--- src/rtl/memb_ctrl_pkg.sv ---
// Shared types and sizing helpers for the memB skew-buffer sequencer.
package memb_ctrl_pkg;

  typedef enum logic [1:0] {
    IDLE  = 2'd0,
    LOAD  = 2'd1,
    DRAIN = 2'd2,
    DONE  = 2'd3
  } state_e;

  function automatic int total_pulses(input int dim);
    return 3 * dim - 1;
  endfunction

  function automatic int cnt_w(input int dim);
    return $clog2(3 * dim);
  endfunction

endpackage

--- src/rtl/memb_ctrl_valid_dec.sv ---
// Per-column valid window decode: column i carries a real B element while
// DIM+i <= c <= 2*DIM+i-1 and the sequencer is loading or draining.
module memb_ctrl_valid_dec
  import memb_ctrl_pkg::*;
#(
  parameter int DIM = 8,
  parameter int CW  = cnt_w(DIM)
) (
  input  logic [CW-1:0]  c_i,
  input  state_e         state_i,
  output logic [DIM-1:0] col_valid_o
);

  always_comb begin
    col_valid_o = '0;
    if (state_i == LOAD || state_i == DRAIN) begin
      for (int i = 0; i < DIM; i++) begin
        if ((int'(c_i) >= DIM + i) && (int'(c_i) <= 2 * DIM + i - 1)) begin
          col_valid_o[i] = 1'b1;
        end
      end
    end
  end

endmodule

--- src/rtl/memb_ctrl.sv ---
// Sequencer for the B-operand skew buffer: accepts DIM rows, drains the skew
// with zeros, and qualifies each column. Optional MEMB_CTRL_PERF_EN adds stall_cnt.
module memb_ctrl
  import memb_ctrl_pkg::*;
#(
  parameter int BITS_AB = 32,
  parameter int DIM     = 8
) (
  input  logic                           clk,
  input  logic                           rst_n,
  input  logic                           start,
  input  logic                           row_valid,
  input  logic [DIM-1:0][BITS_AB-1:0]    row_data,
  output logic                           row_ready,
  input  logic                           step_ready,
  output logic                           b_en,
  output logic [DIM-1:0][BITS_AB-1:0]    b_in,
  output logic [DIM-1:0]                 col_valid,
  output logic                           busy,
  output logic                           done
`ifdef MEMB_CTRL_PERF_EN
  , output logic [31:0]                  stall_cnt
`endif
);

  localparam int CW    = cnt_w(DIM);
  localparam int TOTAL = total_pulses(DIM);
  localparam logic [CW-1:0] LAST_ROW   = CW'(DIM - 1);
  localparam logic [CW-1:0] LAST_PULSE = CW'(TOTAL - 1);

  state_e        state_q, state_d;
  logic [CW-1:0] c_q, c_d;

  always_ff @(posedge clk or negedge rst_n) begin
    if (!rst_n) begin
      state_q <= IDLE;
      c_q     <= '0;
    end else begin
      state_q <= state_d;
      c_q     <= c_d;
    end
  end

  // c counts completed b_en pulses; every pulse advances memB by one row.
  always_comb begin
    state_d   = state_q;
    c_d       = c_q;
    row_ready = 1'b0;
    b_en      = 1'b0;
    b_in      = '0;
    unique case (state_q)
      IDLE: begin
        c_d = '0;
        if (start) state_d = LOAD;
      end
      LOAD: begin
        row_ready = step_ready;
        b_en      = row_valid & step_ready;
        b_in      = row_data;
        if (b_en) begin
          c_d = c_q + 1'b1;
          if (c_q == LAST_ROW) state_d = DRAIN;
        end
      end
      DRAIN: begin
        b_en = step_ready;
        if (b_en) begin
          c_d = c_q + 1'b1;
          if (c_q == LAST_PULSE) state_d = DONE;
        end
      end
      DONE: begin
        c_d     = '0;
        state_d = IDLE;
      end
      default: begin
        c_d     = '0;
        state_d = IDLE;
      end
    endcase
  end

  assign busy = (state_q != IDLE);
  assign done = (state_q == DONE);

  memb_ctrl_valid_dec #(
    .DIM (DIM),
    .CW  (CW)
  ) u_valid_dec (
    .c_i         (c_q),
    .state_i     (state_q),
    .col_valid_o (col_valid)
  );

`ifdef MEMB_CTRL_PERF_EN
  logic [31:0] stall_q, stall_d;

  // Counts LOAD/DRAIN cycles without a step; kept after completion for readout.
  always_comb begin
    stall_d = stall_q;
    if (state_q == IDLE && start) begin
      stall_d = '0;
    end else if ((state_q == LOAD || state_q == DRAIN) && !b_en && (stall_q != '1)) begin
      stall_d = stall_q + 32'd1;
    end
  end

  always_ff @(posedge clk or negedge rst_n) begin
    if (!rst_n) stall_q <= '0;
    else        stall_q <= stall_d;
  end

  assign stall_cnt = stall_q;
`endif

endmodule

--- config.mk ---
export PLATFORM = sky130hd
export DESIGN_NAME = memb_ctrl
export DESIGN_NICKNAME = d
export VERILOG_FILES = /design/src/rtl/memb_ctrl_pkg.sv /design/src/rtl/memb_ctrl_valid_dec.sv /design/src/rtl/memb_ctrl.sv
export SDC_FILE = /design/constraint.sdc
export NUM_CORES = 1
export LEC_CHECK = 0
export BUFFER_PORTS_ARGS = -buffer_cell sky130_fd_sc_hd__clkbuf_2
export CAP_MARGIN = 30
export CORE_AREA = 2 2 203 205
export CTS_CLUSTER_DIAMETER = 100
export CTS_CLUSTER_SIZE = 8
export DETAILED_ROUTE_END_ITERATION = 10
export DIE_AREA = 0 0 205 207
export PLACE_DENSITY = 0.32
export SYNTH_ARGS = -nofsm -noshare
export SYNTH_HDL_FRONTEND = slang
export SYNTH_SLANG_ARGS = --single-unit
--- constraint.sdc ---
create_clock -name clk -period 3.47 [get_ports clk]
set_input_delay 0.1735 -clock clk [delete_from_list [all_inputs] [get_ports clk]]
set_output_delay 0.1735 -clock clk [all_outputs]
set_load 0.01 [all_outputs]
* Word-level counts from Yosys, hierarchy flattened
Cells that the tools add are included.
** Word-level totals
- Output and inout port bits :: 268
- Bits of input ports :: 261
- Register bits after elaboration :: 7
- Logic and storage cells :: 65
** Operators by class
- Add/subtract/negate cells :: 1
- Muxes and demuxes :: 21
- Bitwise logic cells :: 1
- Equal/unequal tests :: 10
- Magnitude comparators :: 16
- Reductions and logical operators :: 14
** Operators with widths (number)
- two-way mux 256 bit :: 1
- greater-or-equal comparator 5 x 4 -> 1 bit, second input constant :: 8
- less-or-equal comparator 5 bit, second input constant :: 7
- case mux 5 bit (3 select lines) :: 1
- two-way mux 2 bit :: 5
- two-way mux 5 bit :: 2
- != test 2 bit, second input constant :: 5
- two-way mux 1 bit :: 9
- logical AND 1 bit :: 8
- two-way mux 8 bit :: 1
- case mux 2 bit (4 select lines) :: 1
- adder 5 x 1 -> 5 bit, second input constant :: 1
- == test 5 x 3 -> 1 bit, second input constant :: 1
- == test 5 bit, second input constant :: 1
- less-or-equal comparator 5 x 4 -> 1 bit, second input constant :: 1
- AND reduction 5 bit :: 1
- == test 2 bit, second input constant :: 2
- == test 2 x 1 -> 1 bit, second input constant :: 1
- zero test 2 bit :: 1
- case mux 1 bit (2 select lines) :: 1
- AND reduction 2 bit :: 1
- nonzero test 2 bit :: 1
- OR reduction 2 bit :: 1
- bitwise AND 1 bit :: 1
- logical OR 1 bit :: 1

* Depth between registers and ports, before layout
Gate-level depths: netlist of the first run.
- Depth after elaboration :: 4
- Mapped depth :: 7
- Depth with buffers taken out :: 6

* Modules after synthesis
Synthesis of the first run repeated with hierarchy kept, for this count alone.
** Unflattened totals
- Cell total of the unflattened synthesis :: 367
- Area total of the unflattened synthesis :: 2402.3 um2
** By module, submodules not included
- memb_ctrl :: area each 2209.6 um2, sequential area each 175.2 um2, cells an instance 339, times used 1
- memb_ctrl_valid_dec :: area each 192.7 um2, sequential area each 0.0 um2, cells an instance 28, times used 1

* Worst setup path before layout of the first run
Ideal clock, no wire load.
- Path kind :: register to output
- From :: register c_q[0]
- To :: output port col_valid[7]
- Path slack :: 1.841 ns
- Data arrival time :: 1.456 ns
- Stages on the path, launching flop included :: 7
- Cell sequence :: dfrtp_1 -> ha_1 -> and3_1 -> ha_1 -> a21oi_1 -> o22ai_1 -> and2_1
** Between the ends
- Word-level cells in the longest chain between the ends :: 4
- Elaborated cells on any way between the ends :: 5
** RTL lines
- start, declared :: line memb_ctrl.sv:32 : logic [CW-1:0] c_q, c_d;
- start signal, assigned :: line memb_ctrl.sv:37 : c_q <= '0;
- start signal, assigned :: line memb_ctrl.sv:40 : c_q <= c_d;
- greater-or-equal comparator 5 x 4 -> 1 bit or less-or-equal comparator 5 bit (tied branches) :: line memb_ctrl_valid_dec.sv:18 : if ((int'(c_i) >= DIM + i) && (int'(c_i) <= 2 * DIM + i - 1)) begin
- logical AND 1 bit (*) :: line memb_ctrl_valid_dec.sv:18
- two-way mux 1 bit (*) :: line memb_ctrl_valid_dec.sv:18
- two-way mux 8 bit (*) :: line memb_ctrl_valid_dec.sv:16 : if (state_i == LOAD || state_i == DRAIN) begin
- end, declared :: line memb_ctrl.sv:18 : output logic [DIM-1:0] col_valid,
Mark *: on every way between the ends. The rest lies on a longest branch, timed or not.

==> results of run 1 <==
[Yosys cell counts (2+ instances only)]
cell type / number
a21oi_1: 8
and2_1: 258
and3_1: 4
buf_2: 6
buf_6: 2
clkbuf_1: 26
dfrtp_1: 7
ha_1: 9
inv_1: 8
mux2i_1: 2
nand2_1: 6
nand2b_1: 2
nand3_1: 4
nor2_1: 7
o211ai_1: 2
o21ai_0: 5
o31ai_1: 2
[cell type report]
cell class / count / share of cell area
Timing Repair Buffer: 530 / 0.466
Multi-Input combinational cell: 326 / 0.367
Tap cell: 532 / 0.116
Sequential cell: 7 / 0.0306
Clock buffer: 4 / 0.0137
Inverter: 8 / 0.00524
Antenna cell: 2 / 0.000873
[kinds of logic after synthesis]
kind of cell | after synthesis | synth area share
AOI/OAI and AO/OA | 26 | 0.0703
adders and majority gates | 9 | 0.0458
buffers and inverters | 43 | 0.0764
DFF | 7 | 0.0713
muxes | 3 | 0.0127
and+or+nand+nor | 288 | 0.723
[stage by stage]
| step | total power, mW | hold WS, ps | setup WS, ps | area [um^2] | utilization |
|---|---|---|---|---|---|
| final | 3.13 | 323 | 1080 | 5730 | 0.142 |
| after global routing | 3.46 | 333 | 1080 | 5730 | 0.142 |
| after detailed placement | 2.99 | 23.3 | 1390 | 5640 | 0.140 |
| after floorplan | 1.75 | -122 | 1840 | 2460 | - |
| after CTS | 3.21 | 319 | 1230 | 5730 | 0.142 |
| after global placement | 3.02 | 25.3 | 1340 | 5640 | 0.140 |
[final timing paths]
check / startpoint / end / cells after the start
setup / recovery: state_q[1]$_DFFE_PN0P_ / b_in[60] / 5
hold / removal: rst_n / c_q[4]$_DFFE_PN0P_ / 2
setup reg to reg: state_q[0]$_DFFE_PN0P_ / c_q[3]$_DFFE_PN0P_ / 6
hold reg to reg: state_q[1]$_DFFE_PN0P_ / state_q[1]$_DFFE_PN0P_ / 2
max in group asynchronous: rst_n / state_q[1]$_DFFE_PN0P_ / 2
min in group clk: start / state_q[0]$_DFFE_PN0P_ / 4
[worst max-delay path: cells and delay by family, from the launching register on]
family / cells / cell delay (ps)
fa+ha+maj: 1 / 170
flops: 1 / 390
buf+inv: 3 / 700
simple gates: 1 / 340
[layer usage]
layer	global-route usage	wire length [um]	share of wire
met5	0	22	0.0012
met4	0.00769	108	0.0058
met3	0.0157	1530	0.082
met2	0.147	9480	0.50
met1	0.101	7630	0.41
[repair_timing]
item | CTS | global route
endpoints found under the hold margin | 7 | 0
hold buffers | 1 | 0
setup endpoints to repair | 0 | 0
[flip-flops by register name, summed over array words and instances, names as in the netlist]
register	count
state_q	2
c_q	5
[power by group through the flow]
stage	registers (mW)	clock network (mW)	logic, mW
after floorplan	0.137	0	1.61
after global placement	0.176	0	2.85
after detailed placement	0.175	0	2.81
after CTS	0.174	0.203	2.83
after global routing	0.184	0.206	3.07
final	0.173	0.199	2.75
==> results.ini, run 1 <==
[cts]
numCtsBuffers = 3
cts.path.max_buffers = 2
htree_levels = 1
cts_sinks = 7
clkTransAtPathRegs_ps = 40
cts_resized = 0
tritoncts = built
cts_root_buffer = clkbuf_16
cts_setup_buffers = 0
clk-insertion-delay-late_ps = 230

[yosys]
synth_edf_count = 0
synth.area.top_cells = and2_1 66%, dfrtp_1 7.1%, ha_1 4.6%
yosys.area.top_type = and2_1
syn_nets = 646
syn_area_um2 = 2460
synth_seq_area_share = 0.0713
yosysWarnings = 0
synth_seq_cells = 7
syn_inst = 376
postSynth.asyncResetShare = 1.00
synth_top_area_frac = 0.657
synthFlopType = dfrtp_1
syn_avg_cell_area_um2 = 6.53
ys_types = 35

[sta]
timing.final.crit_share = 0.690
finalHoldViolCount = 0
worstMarginPinSlew_ps = 1010
fin_worst_skew_ps = 0.337
finalSetupViolCount = 0
clock.fmax_ghz = 0.418
period_needed_ps = 2390
relSlewSlack = 0.329
drv_slew = 0
rsz0062_at_grt = false
tns_ps = 0

[floorplanning]
core_area_um2 = 40400
initial_core_util = 0.0608
ioPinCount = 529
dieArea_um2 = 42400
die_x_um = 205
rows = 74
die_h_um = 207

[drt]
avgViaCountPerCell = 3.06
dr.pass1.iters = 4
drt_iter0_markers = 144
routed_wl_um = 18800
postRouteAntennaNets = 0
detail_route.wl_per_cell_um = 13.3
vias = 4309
post-route-drc-count = 0

[layout]
fillers = 4738
finalNetCount = 1146
fin_cells = 1409
register_area_um2 = 175
most-common-layout-cells = 528 x clkbuf_2, 258 x and2_1, 8 x inv_1, 8 x a21oi_1, 8 x ha_1
multi_input_area_um2 = 2110
layout_commonest_cell = clkbuf_2
drive_gt1_frac = 0.615
syn_to_final_growth_pct = 133

[setup_path]
worstPathMaxFanout = 259
setup.worst_path.class = register to primary output
crit_path_end_kind = primary output
cpPeakStageDelay_ps = 390
startpoint_type = register
path_cells = inv_1 -> ha_4 -> buf_12 -> and2_1 -> clkbuf_2
r2r_slack_ps = 1370
crit_slowest_cell = dfrtp_1
critical_path_required_ps = 3300
cp.arrival_ps = 2220

[power_and_ir_drop]
p_clk_frac = 0.064
intPower_mw = 1.44
ir_worst_vdd_mv = 0.278
leakagePower_nw = 3.39
pwr-share-seq = 0.055
p_per_area_nw_per_um2 = 545
p_comb_frac = 0.881
p_switching_mw = 1.69
switching_share = 0.540

[place]
portBuffers = 528
dp_hpwl_um = 16600
place_congestion = 0.884
dp.cells = 1402

[global_route]
grt_max_degree = 260
antenna_found_initial = 5
gr-total-overflow = 0
grt_pass1_vias = 4179
track_usage = 0.0807
grt_pass1_wl_um = 26500

[outcome]
status = completed

[hold_path]
hp-class = input port to async pin

[job]
max_cap_viol_count = 0

No activity file was read; power rests on OpenSTA's default activity.
==> inputs of run 2 (changes only) <==
ABC_AREA = 1   (was default)
PLACE_DENSITY = 0.34   (was 0.32)
clock period = 2.2 ns   (was 3.47 ns; I/O delays follow)
==> run 2 against run 1 <==
Effect of this change: via count rose by 22%; critical path depth did not move; sequential power rose by 36%; clock power rose by 55%; register-to-register slack got worse by 790 ps; flip-flop and latch count did not move; sequential share of layout area fell by 0.25 points; synthesized cell count rose by 79%; global-route usage fell by 0.79 points; critical endpoint is now col_valid[4].
==> results.ini, run 2 <==
[drt]
post-route-drc-count = 0
drt_iter0_markers = 205
vias = 5242
dr.pass1.iters = 5
detail_route.wl_per_cell_um = 10.1
routed_wl_um = 17300
postRouteAntennaNets = 0
avgViaCountPerCell = 3.05

[outcome]
status = completed

[setup_path]
cp_num_buf_inv = 2
startpoint_type = register
cpPeakStageDelay_ps = 560
cp.arrival_ps = 1810
cp_top_family = adder cells
setup.worst_path.class = register to primary output
crit_path_end_kind = primary output
r2r_slack_ps = 580
critical_path_required_ps = 2090
crit_slowest_cell = ha_1
worstPathMaxFanout = 11
path_cells = inv_1 -> ha_1 -> nand2_1 -> a31oi_1 -> clkbuf_2

[yosys]
synth_seq_cells = 7
yosysWarnings = 0
synth_seq_area_share = 0.0607
yosysMostFrequentCell = nand2_1
syn_inst = 673
synth.area.top_cells = nand2_1 37%, inv_1 35%, dfrtp_1 6.1%
syn_area_um2 = 2880
syn_nets = 943
ys_types = 23
yosys.area.top_type = nand2_1
ys_top_cells_by_count = 283 x nand2_1, 272 x inv_1, 28 x buf_2
postSynth.asyncResetShare = 1.00
syn_avg_cell_area_um2 = 4.29
synth_edf_count = 0
synthFlopType = dfrtp_1
synth_top_area_frac = 0.368

[sta]
worstMarginPinSlew_ps = 421
finalSetupViolCount = 0
tns_ps = 0
rsz0062_at_grt = false
relSlewSlack = 0.719
drv_slew = 0
clock.fmax_ghz = 0.521
fin_worst_skew_ps = 1.34
finalHoldViolCount = 0
timing.final.crit_share = 0.872
period_needed_ps = 1920

[global_route]
gr-total-overflow = 0
track_usage = 0.0728
grt_max_degree = 67
grt_pass1_vias = 4663
grt_pass1_wl_um = 25200
antenna_found_initial = 1

[cts]
cts_sinks = 7
cts_root_buffer = clkbuf_16
tritoncts = built
clk-insertion-delay-late_ps = 230
cts.path.max_buffers = 2
htree_levels = 1
numCtsBuffers = 3
clkTransAtPathRegs_ps = 40

[power_and_ir_drop]
p_total_mw = 5.35
leakagePower_nw = 5.42
ir_worst_vdd_mv = 0.365
p_per_area_nw_per_um2 = 856

[floorplanning]
ioPinCount = 529
die_h_um = 207
die_x_um = 205
core_area_um2 = 40400
rows = 74
dieArea_um2 = 42400
initial_core_util = 0.0714

[place]
place_congestion = 0.874
portBuffers = 528
dp_hpwl_um = 15600

[layout]
finalNetCount = 1454
drive_gt1_frac = 0.467
largest_reg_flops = 5
syn_to_final_growth_pct = 117
fillers = 4834
reg.largest.list = c_q x5, state_q x2
layout_commonest_cell = clkbuf_2
most-common-layout-cells = 528 x clkbuf_2, 283 x nand2_1, 272 x inv_1
top_register = c_q

[job]
max_cap_viol_count = 0

[hold_path]
hp-class = input port to async pin

run 2: worst paths after layout:
check,cells past startpoint,to,from
max,5,col_valid[4],state_q[0]$_DFFE_PN0P_
min,2,state_q[1]$_DFFE_PN0P_,rst_n
max reg2reg,8,c_q[3]$_DFFE_PN0P_,state_q[0]$_DFFE_PN0P_
min reg2reg,2,state_q[1]$_DFFE_PN0P_,state_q[1]$_DFFE_PN0P_
max in group asynchronous,2,c_q[0]$_DFFE_PN0P_,rst_n
min in group clk,7,state_q[1]$_DFFE_PN0P_,start
run 2: timing repair:
action,4_1_cts,5_1_grt
gates resized for setup,0,0
setup buffers,0,0
setup endpoints to repair,0,0
hold buffers,1,0
hold endpoints to repair,7,0
run 2: where the power goes:
group / internal [mW] / switching (mW)
clock: 0.241 / 0.0683
combinational: 1.80 / 3.00
sequential: 0.172 / 0.0634
total: 2.22 / 3.13
run 2: cell families after synthesis:
group | Yosys count | synth area share
simple gates | 327 | 0.443
buf+inv | 309 | 0.418
compound gates | 21 | 0.0390
fa+ha+maj | 9 | 0.0390
flops | 7 | 0.0607
run 2: layout make-up:
class	count	area, um^2	area share
Timing Repair Buffer	539	2780	0.444
Inverter	276	1040	0.166
Multi-Input combinational cell	357	1520	0.242
Antenna cell	1	2.50	0.000400
Tap cell	532	666	0.106
Clock buffer	4	78.8	0.0126
Sequential cell	7	175	0.0280
run 2: worst register-to-register path: stages (launching register included):
cell,delay (ps)
dfrtp_1,430
inv_1,110
ha_1,260
nand2_1,110
nand2_1,130
inv_1,230
nand3_1,90
o21ai_0,90
nor2_1,60
run 2: stage by stage:
step	util	instance area [um^2]	setup slack, ps	instances	hold WS, ps
after floorplan	-	2880	793	673	-186
after global placement	0.153	6160	498	1710	-34.7
after detailed placement	0.153	6160	520	1710	-30.8
after CTS	0.155	6250	287	1715	266
after global routing	0.155	6250	122	1715	284
final	0.155	6250	282	1716	256
run 2: per-layer routing:
metal  track usage  routed length [um]
met1        0.0816                6680
met2         0.148                9240
met3       0.00787                1230
met4       0.00868                 132
met5             0                   0
